File: config.mk
export PLATFORM = sky130hd
export DESIGN_NAME = if_fetch_unit
export DESIGN_NICKNAME = d
export VERILOG_FILES = /design/src/rtl/if_fetch_unit.sv
export SDC_FILE = /design/constraint.sdc
export NUM_CORES = 1
export LEC_CHECK = 0
export CAP_MARGIN = 20
export CELL_PAD_IN_SITES_DETAIL_PLACEMENT = 1
export CELL_PAD_IN_SITES_GLOBAL_PLACEMENT = 1
export CORE_MARGIN = 10
export CORE_UTILIZATION = 40
export DETAILED_ROUTE_END_ITERATION = 8
export PLACE_DENSITY_LB_ADDON = 0.1
export SLEW_MARGIN = 10
export SYNTH_ARGS = -nofsm -noshare
export SYNTH_HDL_FRONTEND = slang
export SYNTH_SLANG_ARGS = --single-unit
File: constraint.sdc
create_clock -name CLK -period 2.6 [get_ports CLK]
set_input_delay 0.52 -clock CLK [delete_from_list [all_inputs] [get_ports CLK]]
set_output_delay 0.52 -clock CLK [all_outputs]
set_load 0.02 [all_outputs]
File: src/rtl/if_fetch_unit.sv
// if_fetch_unit: instruction-fetch stage owning the PC, running a level-handshake
// instruction-memory read with wait states, and presenting {IF_PC, IF_INSTRUCTION}
// to the IF/ID register through a one-entry skid buffer.
// Ports:
//   CLK, RESET_N          clock, asynchronous active-low reset
//   HOLD                  pipeline stall shared with the IF/ID register
//   BRANCH_TAKEN/TARGET   redirect request from EX (target bits [1:0] ignored)
//   IMEM_ADDR/READ        fetch address (= PC) and level read request
//   IMEM_READDATA/BUSYWAIT instruction data and memory busy flag
//   IF_PC/IF_INSTRUCTION  registered output slot (bubble = {0, NOP_INSTR})
module if_fetch_unit #(
    parameter logic [31:0] RESET_PC  = 32'h0000_0000,
    parameter logic [31:0] NOP_INSTR = 32'h0000_0013
) (
    input  logic        CLK,
    input  logic        RESET_N,
    input  logic        HOLD,
    input  logic        BRANCH_TAKEN,
    input  logic [31:0] BRANCH_TARGET,
    output logic [31:0] IMEM_ADDR,
    output logic        IMEM_READ,
    input  logic [31:0] IMEM_READDATA,
    input  logic        IMEM_BUSYWAIT,
    output logic [31:0] IF_PC,
    output logic [31:0] IF_INSTRUCTION
);
    typedef enum logic [1:0] {FETCH, WAIT_HOLD, DRAIN} state_t;
    state_t state, state_n;
    logic [31:0] pc, pc_n, redirect, redirect_n;
    logic [31:0] sk_pc, sk_pc_n, sk_instr, sk_instr_n;
    logic [31:0] slot_pc_n, slot_instr_n;
    logic [31:0] target;
    logic        done;
    assign IMEM_ADDR = pc;
    assign IMEM_READ = RESET_N & (state != WAIT_HOLD);
    assign done      = IMEM_READ & ~IMEM_BUSYWAIT;
    assign target    = BRANCH_TARGET & ~32'h3;
    always_comb begin
        state_n      = state;
        pc_n         = pc;
        redirect_n   = redirect;
        sk_pc_n      = sk_pc;
        sk_instr_n   = sk_instr;
        // the slot is consumed on every HOLD=0 edge, so it reloads with a bubble unless data arrives
        slot_pc_n    = HOLD ? IF_PC : 32'h0;
        slot_instr_n = HOLD ? IF_INSTRUCTION : NOP_INSTR;
        if (BRANCH_TAKEN) begin
            slot_pc_n    = 32'h0;
            slot_instr_n = NOP_INSTR;
            sk_pc_n      = 32'h0;
            sk_instr_n   = NOP_INSTR;
            case (state)
                FETCH: begin
                    // an outstanding access must finish on its own address before redirecting
                    if (done) pc_n = target;
                    else begin
                        redirect_n = target;
                        state_n    = DRAIN;
                    end
                end
                WAIT_HOLD: begin
                    pc_n    = target;
                    state_n = FETCH;
                end
                DRAIN: begin
                    redirect_n = target;
                    if (done) begin
                        pc_n    = target;
                        state_n = FETCH;
                    end
                end
                default: state_n = FETCH;
            endcase
        end else begin
            case (state)
                FETCH: begin
                    if (done) begin
                        pc_n = pc + 32'd4;
                        if (HOLD) begin
                            sk_pc_n    = pc;
                            sk_instr_n = IMEM_READDATA;
                            state_n    = WAIT_HOLD;
                        end else begin
                            slot_pc_n    = pc;
                            slot_instr_n = IMEM_READDATA;
                        end
                    end
                end
                WAIT_HOLD: begin
                    if (!HOLD) begin
                        slot_pc_n    = sk_pc;
                        slot_instr_n = sk_instr;
                        state_n      = FETCH;
                    end
                end
                DRAIN: begin
                    if (done) begin
                        pc_n    = redirect;
                        state_n = FETCH;
                    end
                end
                default: state_n = FETCH;
            endcase
        end
    end
    always_ff @(posedge CLK or negedge RESET_N) begin
        if (!RESET_N) begin
            state          <= FETCH;
            pc             <= RESET_PC;
            redirect       <= 32'h0;
            sk_pc          <= 32'h0;
            sk_instr       <= NOP_INSTR;
            IF_PC          <= 32'h0;
            IF_INSTRUCTION <= NOP_INSTR;
        end else begin
            state          <= state_n;
            pc             <= pc_n;
            redirect       <= redirect_n;
            sk_pc          <= sk_pc_n;
            sk_instr       <= sk_instr_n;
            IF_PC          <= slot_pc_n;
            IF_INSTRUCTION <= slot_instr_n;
        end
    end
endmodule

==> flow_summary.yaml, run 1 <==
clock_network:
  clock_sinks: 189
  cts_tree: "yes"
  cts_root_buffer: "clkbuf_16"
  htreeDepth: 4
  cts_buffers: 17
  path_clk_slew_ns: 0.07
  clk_path_buf_depth: 2
  clock_latency_ns: 0.43
layout:
  fin_nets: 961
  drive_gt1_frac: 0.1217
  diodes: 0
  syn_to_final_growth_pct: 30.96
  fin_util: 0.5351
routing:
  detail_route.iter0.violations: 680
  ant_nets: 0
  wl_per_cell_um: 23.99
  viasPerCell: 6.061
  drc: 3
  finalWirelength_mm: 28.16
  vias: 7116
  drt_first_pass_iters: 9
worst_setup_path:
  crit_family: "buffers and inverters"
  cp_cell_sequence: "nand2b_1 -> and2_1 -> clkdlybuf4s50_1"
  path_buf_inv: 1
  worst_ep_arrival_time_ns: 1.95
  cp.required_ns: 2.08
  crit_path_top_delay_cell: "clkdlybuf4s50_1"
  critPathCaptureType: "output pin"
  r2r_slack_ns: 0.34
  timing.critical_path.from_type: "flip-flop"
  crit_type: "flip-flop to output pin"
  cpPeakStageDelay_ns: 0.62
  crit_fanout: 8
yosys:
  postSynthCellCount: 751
  yosysSeqAreaShare: 0.5711
  async_flop_share: 1.000
  avgSynthCellArea_um2: 11.04
  synth_seq_cells: 189
  yosysTopAreaCell: "dfrtp_1"
  synth_cell_types: 52
  synth_area_um2: 8294
  synth-edff-count: 0
  synth.top_cell.area_share: 0.5521
  synthesis.yosys.warnings: 0
  synth_top_flop_cell: "dfrtp_1"
  synth_most_common_cell: "dfrtp_1"
  ys_top_cells_by_area: "dfrtp_1 55%, a222oi_1 7.1%, a22o_1 6.2%"
  yosys-top-cells-count: "183 x dfrtp_1, 90 x nor2_1, 59 x a222oi_1, 59 x a22o_1, 53 x clkbuf_1"
floorplan:
  die_y_um: 164
  start_util: 0.4086
  pin_count: 166
  coreArea_um2: 20300
  row_count: 52
  die_area_um2: 26900
  die_x_um: 164
timing:
  drv_slew: 0
  rsz0062_at_grt: "no"
  setup_viol: 0
  hold_ws_ns: 0.1314
  hold_viol: 0
  slew_headroom: 0.3923
  max_freq_mhz: 405.4
  period_needed_ns: 2.467
  fin_crit_sh: 0.9487
  tightest_slew_ns: 0.9116
  finalClockSkew_ns: 0.009559
  setup_tns_ns: 0
job:
  drv_cap: 0
status:
  status: "finished, violations left"
  violations: "DRC"
power:
  clkPwrFrac: 0.336
  peakVddDrop_mv: 0.4558
  power_frac_comb: 0.182
  total_power_uw: 7157
  p_sw_uw: 2201
  p_int_uw: 4957
  power_density_nw_per_um2: 658.9
  p_seq_frac: 0.483
  switching_share: 0.3075
  power_leakage_uw: 0.004530
global_routing:
  grt_usage: 0.2102
  grt_pass1_vias: 7611
  grt_max_degree: 160
  grt_overflow: 0
  antenna_found_initial: 0
  grt_pass1_wl_mm: 44.62
place:
  hpwl_mm: 19.11
  place.gp.congestion: 0.7994
  io_buffers: 161
hold_path:
  hold_path.class: "primary input to asynchronous set/reset pin"
==> layer usage <==
| layer | wire, µm | global-route usage |
|---|---|---|
| met2 | 14260 | 0.3602 |
| met4 | 252 | 0.04468 |
| met1 | 12090 | 0.2678 |
| met5 | 0 | 0 |
| met3 | 1554 | 0.04481 |
==> path summary, 6_finish.rpt <==
path	startpoint	end	depth (start not counted)
setup reg to reg	IMEM_ADDR[3]	IMEM_ADDR[20]	6
min in group CLK	sk_pc[1]	sk_pc[1]	1
setup / recovery	state[0]	IMEM_READ	3
hold reg to reg	sk_pc[1]	sk_pc[1]	1
max in group asynchronous	RESET_N	redirect[18]	2
hold / removal	RESET_N	IMEM_ADDR[13]	2
==> cell usage in the layout (no fill, tap or decap), drive strengths merged, types with 4 or more instances in the layout <==
cell,synthesis,routed
a211oi,5,5
clkinvlp,0,6
nor2,90,90
nand4,11,11
mux2,30,30
inv,5,8
nand2b,5,5
nor3,6,6
a222oi,59,59
o22a,4,4
a31oi,8,8
xor2,11,11
nand2,42,42
dfstp,6,6
buf,19,32
clkdlybuf4s50,0,158
o21ai,47,47
a32o,4,4
nor4,4,4
clkbuf,53,21
a21oi,35,35
dfrtp,183,183
a22o,59,59
and2,5,5
and3,10,10
o22ai,5,5
nand3,11,11
==> final cells by class <==
class | instances | area [µm²]
fillers | 2199 | 9438
flip-flops and latches | 189 | 4738
multi-input cells | 486 | 3284
repair buffers | 192 | 1956
clock buffers | 20 | 436.7
well taps | 270 | 337.8
clock inverters | 12 | 90.09
inverters | 5 | 18.77
==> power by group through the flow <==
stage                     clock, µW  combinational [µW]  sequential (µW)
after floorplan                   0                 538             3510
after global placement            0                1260             3480
after detailed placement          0                1300             3500
after CTS                      2460                1310             3450
after global routing           2580                1410             3490
final                          2400                1300             3450
==> sequential cells by signal, indices dropped and copies added, names as in the netlist <==
name / cells
redirect: 30
state: 2
IF_PC: 32
sk_pc: 31
IF_INSTRUCTION: 32
IMEM_ADDR: 30
sk_instr: 32
==> logic make-up after synthesis <==
kind of cell    share of synthesized area
compound gates                     0.2260
xor+xnor                          0.01478
fa+ha+maj                        0.001508
buf+inv                           0.03741
flops                              0.5711
mux                               0.04073
other cells                     0.0004521
simple gates                       0.1080
==> per-stage QoR <==
stage               cell area (µm²)  std cells  setup WS (ns)
detailed placement            10320       1141         0.1623
global placement              10320       1141         0.2523
floorplan                      8298        752         0.4250
global route                  10860       1174        0.04921
finish                        10860       1174         0.1333
CTS                           10860       1174        0.03589
==> worst register-to-register path: cells and delay by family, from the launching register on <==
family	cells	cell delay, ns
AOI/OAI and AO/OA	2	0.37
adders and majority gates	1	0.31
DFF	1	0.50
and+or+nand+nor	3	1.02
==> what timing repair did <==
item                                   4_1_cts  5_1_grt
resized for setup                            0        1
endpoints found under the hold margin        6        0
buffers inserted                             0        0
setup endpoints to repair                    0        1
hold buffers                                 1        0
Power figures use the tool's default switching activity.
==> inputs of run 2 (changes only) <==
==> constraint.sdc (replaced) <==
create_clock -name CLK -period 2.6 [get_ports CLK]
set_input_delay 0.52 -clock CLK [delete_from_list [all_inputs] [get_ports CLK]]
set_output_delay 0.52 -clock CLK [all_outputs]
set_load 0.01 [all_outputs]
==> run 2 against run 1 <==
Effect of this change: the run now ends clean; via count is 1.3% lower; critical path depth stayed put; setup slack better by 0.0046 ns; flip-flop and latch count stayed put; die area stayed put; power is 2.6% higher; sequential power about the same; clock-buffer cell count fell by 3; design area is 0.63% higher; non-clock buffer count unchanged; largest cell class unchanged; highest routed layer is now met5.
==> flow_summary.yaml, run 2 (same netlist as run 1, synthesis figures left out) <==
layout:
  layout_commonest_cell: "dfrtp_1"
  reg_top3: "IF_INSTRUCTION x32, IF_PC x32, sk_instr x32"
  mostFrequentLayoutCells: "183 x dfrtp_1, 158 x clkdlybuf4s50_1, 89 x nor2_1, 59 x a222oi_1, 59 x a22o_1"
  drive_gt1_frac: 0.1250
  final_cells: 1175
  fillers: 2150
  syn_to_final_growth_pct: 31.78
  regArea_um2: 4737
  fin_nets: 961
  multiInputGateArea_um2: 3284
timing:
  setup_viol: 0
  setup_tns_ns: 0
  finalClockSkew_ns: 0.01081
  period_needed_ns: 2.462
  slew_headroom: 0.4293
  hold_viol: 0
  max_freq_mhz: 406.2
  fin_crit_sh: 0.9470
  drv_slew: 0
  tightest_slew_ns: 0.8496
  rsz0062_at_grt: "no"
power:
  total_power_uw: 7345
  p_int_uw: 5184
  peakVddDrop_mv: 0.4316
  power_frac_comb: 0.164
  power_density_nw_per_um2: 672.0
  p_seq_frac: 0.469
  power_leakage_uw: 0.004586
  switching_share: 0.2942
  p_sw_uw: 2161
  clkPwrFrac: 0.367
clock_network:
  htreeDepth: 4
  clock_sinks: 189
  post_cts_buffers: 0
  cts_resized: 0
  clock_latency_ns: 0.44
  holdBufCountCts: 0
  clk_path_buf_depth: 2
  cts_buffers: 17
  path_clk_slew_ns: 0.07
  cts_tree: "yes"
  cts_root_buffer: "clkbuf_16"
worst_setup_path:
  crit_fanout: 9
  crit_type: "flip-flop to output pin"
  cp.required_ns: 2.08
  critPathCaptureType: "output pin"
  timing.critical_path.from_type: "flip-flop"
  worst_ep_arrival_time_ns: 1.94
global_routing:
  grt_pass1_wl_mm: 43.61
  grt_max_degree: 165
  grt_pass1_vias: 7604
  grt_usage: 0.2058
  antenna_found_initial: 2
  grt_overflow: 0
hold_path:
  hold_path.class: "primary input to asynchronous set/reset pin"
routing:
  wl_per_cell_um: 23.69
  finalWirelength_mm: 27.84
  viasPerCell: 5.977
  drc: 0
  vias: 7023
  ant_nets: 0
  drt_first_pass_iters: 8
  detail_route.iter0.violations: 607
floorplan:
  die_area_um2: 26900
  pin_count: 166
  start_util: 0.4086
  coreArea_um2: 20300
  die_y_um: 164
  row_count: 52
  die_x_um: 164
status:
  status: "finished clean"
place:
  io_buffers: 161
  dp.cells: 1142
  place.gp.congestion: 0.8189
  hpwl_mm: 18.92
job:
  drv_cap: 0
-- run 2: changes by cell type in the layout (fill, tap and decap cells not counted), sizes merged --
cell,change
clkinvlp,-5
dlygate4sd3,-1
diode,+1
buf,+1
clkbuf,-3
bufinv,+2
inv,+1
clkinv,+5
-- run 2: through the flow --
step,util,instance area (µm²),setup slack [ns],hold slack (ns)
after floorplan,-,8298,0.5033,0.2244
after global placement,0.5083,10320,0.2339,0.4626
after detailed placement,0.5083,10320,0.1500,0.4816
after CTS,0.5383,10930,0.1325,0.1349
after global routing,0.5385,10930,0.07888,0.1522
final,0.5385,10930,0.1379,0.1467
-- run 2: critical path, cell delays in order (launching register included) --
cell,delay [ns]
dfrtp_1,0.49
nand2b_1,0.25
and2_1,0.21
clkdlybuf4s50_1,0.56
-- run 2: area by class of cell --
class | count | area share
diodes | 1 | 0.0002289
clock buffers | 17 | 0.03892
clock inverters | 15 | 0.01683
inverters | 5 | 0.001717
multi-input cells | 486 | 0.3005
flip-flops and latches | 189 | 0.4334
well taps | 270 | 0.03091
repair buffers | 192 | 0.1775
-- run 2: path summary, 6_finish.rpt --
check                      cells past startpoint  slack, ns    startpoint       endpoint
max in group asynchronous                      2       1.71       RESET_N   sk_instr[31]
min reg2reg                                    1       0.50      sk_pc[1]       sk_pc[1]
max reg2reg                                    6       0.31  IMEM_ADDR[3]  IMEM_ADDR[20]
min in group CLK                               2       0.37  BRANCH_TAKEN      IF_PC[25]
min                                            2       0.15       RESET_N   redirect[20]
max                                            3       0.14      state[1]      IMEM_READ
-- run 2: per-layer routing --
layer,global-route usage,up-vias,part of all wire
met2,0.3384,191,0.49
met4,0.05361,2,0.013
met3,0.04831,28,0.056
met5,0,-,0.00047
met1,0.2678,3679,0.44
li1,-,3123,-
-- run 2: power by group through the flow --
stage / sequential (µW) / combinational (µW) / clock [µW]
floorplan: 3430 / 537 / 0
CTS: 3440 / 1220 / 2750
global placement: 3470 / 1180 / 0
global route: 3480 / 1320 / 2880
finish: 3450 / 1210 / 2690
detailed placement: 3490 / 1210 / 0
